===== config.mk =====
export PLATFORM = sky130hd
export DESIGN_NAME = spi_slave_rhs2116
export DESIGN_NICKNAME = d
export VERILOG_FILES = /design/src/rtl/spi_slave_rhs2116.sv
export SDC_FILE = /design/constraint.sdc
export NUM_CORES = 1
export LEC_CHECK = 0
export BUFFER_PORTS_ARGS = -buffer_cell sky130_fd_sc_hd__buf_2
export CORE_AREA = 5 5 141 116
export CTS_BUF_LIST = sky130_fd_sc_hd__clkbuf_8
export DETAILED_ROUTE_END_ITERATION = 16
export DIE_AREA = 0 0 146 121
export PLACE_DENSITY = 0.85
export SLEW_MARGIN = 20
export SYNTH_ARGS = -nofsm -noshare
export SYNTH_HDL_FRONTEND = slang
export SYNTH_SLANG_ARGS = --single-unit

===== constraint.sdc =====
create_clock -name clk_sys -period 5.4 [get_ports clk_sys]
set_input_delay 0.54 -clock clk_sys [delete_from_list [all_inputs] [get_ports clk_sys]]
set_output_delay 0.54 -clock clk_sys [all_outputs]
set_load 0.05 [all_outputs]

===== src/rtl/spi_slave_rhs2116.sv =====
// SPI Mode 1 responder emulating the RHS2116 sensor end of the acquisition link.
// Oversamples SCLK/CS/MOSI in clk_sys, returns a counter or user word, reports commands.
module spi_slave_rhs2116 #(
    parameter int                DATA_W      = 32,
    parameter int                SYNC_STAGES = 2,
    parameter logic [DATA_W-1:0] COUNT_INIT  = '0
) (
    input  logic              clk_sys,
    input  logic              rst_n,
    input  logic              cs_n,
    input  logic              sclk,
    input  logic              mosi,
    output logic              miso,
    input  logic [DATA_W-1:0] resp_data,
    input  logic              resp_valid,
    output logic              resp_ready,
    output logic [DATA_W-1:0] cmd_data,
    output logic              cmd_valid,
    output logic              frame_err,
    output logic              busy,
    output logic [7:0]        frame_cnt
);

    localparam int CW = $clog2(DATA_W + 1);

    typedef enum logic {IDLE, SHIFT} state_t;

    logic [SYNC_STAGES-1:0] cs_sync_q, cs_sync_d;
    logic [SYNC_STAGES-1:0] sclk_sync_q, sclk_sync_d;
    logic [SYNC_STAGES-1:0] mosi_sync_q, mosi_sync_d;
    logic                   cs_prev_q, cs_prev_d;
    logic                   sclk_prev_q, sclk_prev_d;

    state_t            state_q, state_d;
    logic              miso_q, miso_d;
    logic [DATA_W-1:0] tx_sr_q, tx_sr_d;
    logic [DATA_W-1:0] rx_sr_q, rx_sr_d;
    logic [CW-1:0]     tx_cnt_q, tx_cnt_d;
    logic [CW-1:0]     rx_cnt_q, rx_cnt_d;
    logic              ovf_q, ovf_d;
    logic [DATA_W-1:0] counter_q, counter_d;
    logic [DATA_W-1:0] hold_q, hold_d;
    logic              hold_full_q, hold_full_d;
    logic [DATA_W-1:0] cmd_data_q, cmd_data_d;
    logic              cmd_valid_q, cmd_valid_d;
    logic              frame_err_q, frame_err_d;
    logic [7:0]        frame_cnt_q, frame_cnt_d;

    logic cs_s, sclk_s, mosi_s;
    logic cs_fall, cs_rise, sclk_rise, sclk_fall;

    assign cs_sync_d   = {cs_sync_q[SYNC_STAGES-2:0], cs_n};
    assign sclk_sync_d = {sclk_sync_q[SYNC_STAGES-2:0], sclk};
    assign mosi_sync_d = {mosi_sync_q[SYNC_STAGES-2:0], mosi};

    assign cs_s   = cs_sync_q[SYNC_STAGES-1];
    assign sclk_s = sclk_sync_q[SYNC_STAGES-1];
    assign mosi_s = mosi_sync_q[SYNC_STAGES-1];

    assign cs_prev_d   = cs_s;
    assign sclk_prev_d = sclk_s;

    assign cs_fall   = cs_prev_q & ~cs_s;
    assign cs_rise   = ~cs_prev_q & cs_s;
    assign sclk_rise = ~sclk_prev_q & sclk_s;
    assign sclk_fall = sclk_prev_q & ~sclk_s;

    always_comb begin
        state_d     = state_q;
        miso_d      = miso_q;
        tx_sr_d     = tx_sr_q;
        rx_sr_d     = rx_sr_q;
        tx_cnt_d    = tx_cnt_q;
        rx_cnt_d    = rx_cnt_q;
        ovf_d       = ovf_q;
        counter_d   = counter_q;
        hold_d      = hold_q;
        hold_full_d = hold_full_q;
        cmd_data_d  = cmd_data_q;
        cmd_valid_d = 1'b0;
        frame_err_d = 1'b0;
        frame_cnt_d = frame_cnt_q;

        if (resp_valid && !hold_full_q) begin
            hold_d      = resp_data;
            hold_full_d = 1'b1;
        end

        unique case (state_q)
            IDLE: begin
                miso_d = 1'b0;
                if (cs_fall) begin
                    state_d   = SHIFT;
                    counter_d = counter_q + 1'b1;
                    tx_cnt_d  = '0;
                    rx_cnt_d  = '0;
                    ovf_d     = 1'b0;
                    // Decision uses the hold state from before this edge
                    if (hold_full_q) begin
                        tx_sr_d     = hold_q;
                        hold_full_d = 1'b0;
                    end else begin
                        tx_sr_d = counter_q + 1'b1;
                    end
                end
            end
            SHIFT: begin
                if (cs_rise) begin
                    state_d  = IDLE;
                    miso_d   = 1'b0;
                    tx_cnt_d = '0;
                    rx_cnt_d = '0;
                    ovf_d    = 1'b0;
                    if (rx_cnt_q == CW'(DATA_W) && !ovf_q) begin
                        cmd_data_d  = rx_sr_q;
                        cmd_valid_d = 1'b1;
                        frame_cnt_d = frame_cnt_q + 8'd1;
                    end else begin
                        frame_err_d = 1'b1;
                    end
                end else if (sclk_rise) begin
                    if (tx_cnt_q < CW'(DATA_W)) begin
                        miso_d   = tx_sr_q[DATA_W-1];
                        tx_sr_d  = {tx_sr_q[DATA_W-2:0], 1'b0};
                        tx_cnt_d = tx_cnt_q + 1'b1;
                    end else begin
                        miso_d = 1'b0;
                        ovf_d  = 1'b1;
                    end
                end else if (sclk_fall) begin
                    if (rx_cnt_q < CW'(DATA_W)) begin
                        rx_sr_d  = {rx_sr_q[DATA_W-2:0], mosi_s};
                        rx_cnt_d = rx_cnt_q + 1'b1;
                    end else begin
                        ovf_d = 1'b1;
                    end
                end
            end
            default: state_d = IDLE;
        endcase
    end

    always_ff @(posedge clk_sys or negedge rst_n) begin
        if (!rst_n) begin
            cs_sync_q   <= '1;
            sclk_sync_q <= '0;
            mosi_sync_q <= '0;
            cs_prev_q   <= 1'b1;
            sclk_prev_q <= 1'b0;
            state_q     <= IDLE;
            miso_q      <= 1'b0;
            tx_sr_q     <= '0;
            rx_sr_q     <= '0;
            tx_cnt_q    <= '0;
            rx_cnt_q    <= '0;
            ovf_q       <= 1'b0;
            counter_q   <= COUNT_INIT;
            hold_q      <= '0;
            hold_full_q <= 1'b0;
            cmd_data_q  <= '0;
            cmd_valid_q <= 1'b0;
            frame_err_q <= 1'b0;
            frame_cnt_q <= '0;
        end else begin
            cs_sync_q   <= cs_sync_d;
            sclk_sync_q <= sclk_sync_d;
            mosi_sync_q <= mosi_sync_d;
            cs_prev_q   <= cs_prev_d;
            sclk_prev_q <= sclk_prev_d;
            state_q     <= state_d;
            miso_q      <= miso_d;
            tx_sr_q     <= tx_sr_d;
            rx_sr_q     <= rx_sr_d;
            tx_cnt_q    <= tx_cnt_d;
            rx_cnt_q    <= rx_cnt_d;
            ovf_q       <= ovf_d;
            counter_q   <= counter_d;
            hold_q      <= hold_d;
            hold_full_q <= hold_full_d;
            cmd_data_q  <= cmd_data_d;
            cmd_valid_q <= cmd_valid_d;
            frame_err_q <= frame_err_d;
            frame_cnt_q <= frame_cnt_d;
        end
    end

    assign miso       = miso_q;
    assign resp_ready = ~hold_full_q;
    assign cmd_data   = cmd_data_q;
    assign cmd_valid  = cmd_valid_q;
    assign frame_err  = frame_err_q;
    assign busy       = (state_q == SHIFT);
    assign frame_cnt  = frame_cnt_q;

endmodule


==> results.sh <==
export IMPL_stdcell_area_sq_um=9650
export IMPL_yosys_area_top_type="dfrtp_1"
export IMPL_syn_area_sq_um=8680
export IMPL_yosysSeqAreaShare=0.560
export IMPL_dp_cells=1039
export IMPL_drtIter0Drc=596
export IMPL_drive_above_1_share=0.237
export IMPL_critPathKind="reg2reg"
export IMPL_core_sq_um=14800
export IMPL_power_mw=3.57
export IMPL_ir_drop_uv=203
export IMPL_vias_per_cell=5.91
export IMPL_layout_setup_ws_ns=2.13
export IMPL_worst_slew_pin_slew_ns=1.03
export IMPL_grt_pass1_vias=6149
export IMPL_cts_htree_levels=4
export IMPL_power_density_nw_per_um2=370
export IMPL_setup_violations=0
export IMPL_synth_edf_count=0
export IMPL_wl_met1_mm=8.52
export IMPL_firstDrtPassIters=5
export IMPL_dp_slack_ns=1.78
export IMPL_hp_class="in2async"
export IMPL_ys_types=58
export IMPL_antenna_cells=0
export IMPL_multi_input_area_sq_um=3620
export IMPL_start_kind="flip-flop"
export IMPL_floorplan_rows=40
export IMPL_io_buffer_count=82
export IMPL_postCtsSetupBuffers=0
export IMPL_grt_use_total=0.224
export IMPL_p_leak_nw=4.62
export IMPL_fin_tns_setup_ns=0
export IMPL_synth_top_area_frac=0.551
export IMPL_synth_seq_cells=194
export IMPL_die_area_sq_um=17700
export IMPL_worstPathRequired_ns=5.73
export IMPL_place_gp_congestion=0.867
export IMPL_clock_sinks=194
export IMPL_drtAntennaViolNets=0
export IMPL_clk_pin_slew_ns=0.11
export IMPL_clkLatencyLatePin_ns=0.47
export IMPL_fin_nets=914
export IMPL_finClkSkew_ns=0.0165
export IMPL_fmax_ghz=0.306
export IMPL_wl_met3_mm=1.16
export IMPL_cts_root_buf="clkbuf_8"
export IMPL_cts_resized=0
export IMPL_cp_arrival_ns=3.60
export IMPL_hold_viol_final=0
export IMPL_grt_overflow_total=0
export IMPL_status="finished, final reports clean"
export IMPL_path_max_fanout=38
export IMPL_reg2reg_depth=6
export IMPL_fin_cells=1071
export IMPL_fp_dieW_microns=146
export IMPL_start_util=0.588
export IMPL_area_growth_pct=11.1
export IMPL_dp_hpwl_mm=13.0
export IMPL_maxSlewViolCount=0
export IMPL_yosys_most_used_dff="dfrtp_1"
export IMPL_avgSynthCellArea_sq_um=10.8
export IMPL_end_kind="flip-flop"
export IMPL_synth_area_top_cells="dfrtp_1 (55%), mux2_2 (8.3%), nand2_1 (6.4%), xnor2_1 (3.8%), xor2_1 (2.9%)"
export IMPL_postCtsHoldBufs=0
export IMPL_post_dp_cell_area_sq_um=9240
export IMPL_routed_wl_mm=19.0
export IMPL_syn_nets=852
export IMPL_maxSlewHeadroom=0.312
export IMPL_maxCapViolations=0
export IMPL_async_flop_share=1.00
export IMPL_rsz0062_at_grt="no"
export IMPL_grt_max_degree=115
export IMPL_layout_area_seq_sq_um=4860
export IMPL_wire_per_inst_microns=17.7
export IMPL_fill_cells=1148
export IMPL_yosysMostFrequentCell="dfrtp_1"
export IMPL_route_vias_total=6331
export IMPL_drc=0
export IMPL_die_h_microns=121
export IMPL_finalWorstPathRequiredPeriod_ns=3.27
export IMPL_grt_pass1_wl_mm=31.6
export IMPL_antenna_found_initial=0
export IMPL_synthCells=807
export IMPL_synth_common_cells="dfrtp_1 (191), nand2_1 (147), mux2_2 (64)"
export IMPL_top_layer_used="met4"
export IMPL_cts_tree="built"
export IMPL_num_io_pins=83
export IMPL_finalCritPeriodShare=0.605
export IMPL_yosys_warnings=0
export IMPL_wl_met2_mm=8.93
export IMPL_cts_made_buffers=17
export IMPL_clockBufferDepth=2
state kept, by name, indices dropped and copies added (netlist names), 6 cells and up:
register	cells
rx_cnt_q	6
hold_q	32
cmd_data	32
tx_sr_q	32
counter_q	32
tx_cnt_q	6
frame_cnt	8
rx_sr_q	32
worst max-delay path, stage by stage (launching register included):
cell      delay (ns)
dfrtp_2         0.79
inv_1           0.53
nor3_2          0.66
nor2_1          0.41
buf_4           0.30
a222oi_1        0.32
o21ai_1         0.11
where the power goes:
| part | internal (mW) | switching [mW] | total (mW) |
|---|---|---|---|
| logic | 0.310 | 0.312 | 0.622 |
| registers | 1.73 | 0.254 | 1.98 |
| clock network | 0.444 | 0.525 | 0.969 |
area by class of cell:
| class | count | share of cell area |
|---|---|---|
| sequential | 194 | 0.504 |
| multi-input combinational | 555 | 0.375 |
| timing repair buffer | 91 | 0.0505 |
| clock buffer | 19 | 0.0271 |
| tap | 189 | 0.0245 |
| clock inverter | 13 | 0.0152 |
| inverter | 10 | 0.00389 |
per-stage QoR:
stage	hold slack, ns	util
after global routing	0.132	0.653
after CTS	0.149	0.653
after global placement	0.336	0.626
after floorplan	0.244	-
final	0.140	0.653
after detailed placement	0.337	0.626
kinds of logic (layout without fill, tap and decap cells):
kind of cell | after synthesis | count (layout) | synth area share
and+or+nand+nor | 313 | 313 | 0.170
muxes | 68 | 68 | 0.0876
AOI/OAI and AO/OA | 99 | 99 | 0.0770
adders and majority gates | 7 | 7 | 0.0101
DFF | 194 | 194 | 0.560
buffers and inverters | 58 | 133 | 0.0267
xor gates and xnor gates | 68 | 68 | 0.0695
layer usage:
metal	global-route usage	vias to the layer above
li1	-	2928
met5	0	-
met3	0.0459	32
met4	0.0758	0
met2	0.341	220
met1	0.323	3151
cell usage in the layout, fill, tap and decap left out, types with 25 or more instances in the layout:
master / n
dfrtp_1: 190
nor2_1: 51
mux2_2: 64
buf_2: 81
nand3_1: 25
nand2_1: 147
xor2_1: 29
xnor2_1: 38
a21oi_1: 25
path summary, 6_finish.rpt:
kind	startpoint	to	slack, ns
max	busy$_DFF_PN0_	tx_sr_q[21]$_DFFE_PN0P_	2.13
min	rst_n	hold_q[13]$_DFFE_PN0P_	0.14
max reg2reg	busy$_DFF_PN0_	tx_sr_q[21]$_DFFE_PN0P_	2.13
min reg2reg	cs_sync_q[0]$_DFF_PN1_	cs_sync_q[1]$_DFF_PN1_	0.36
max in group asynchronous	rst_n	rx_sr_q[3]$_DFFE_PN0P_	4.17
min in group clk_sys	cs_n	cs_sync_q[0]$_DFF_PN1_	0.17
No activity file was read; power rests on OpenSTA's default activity.
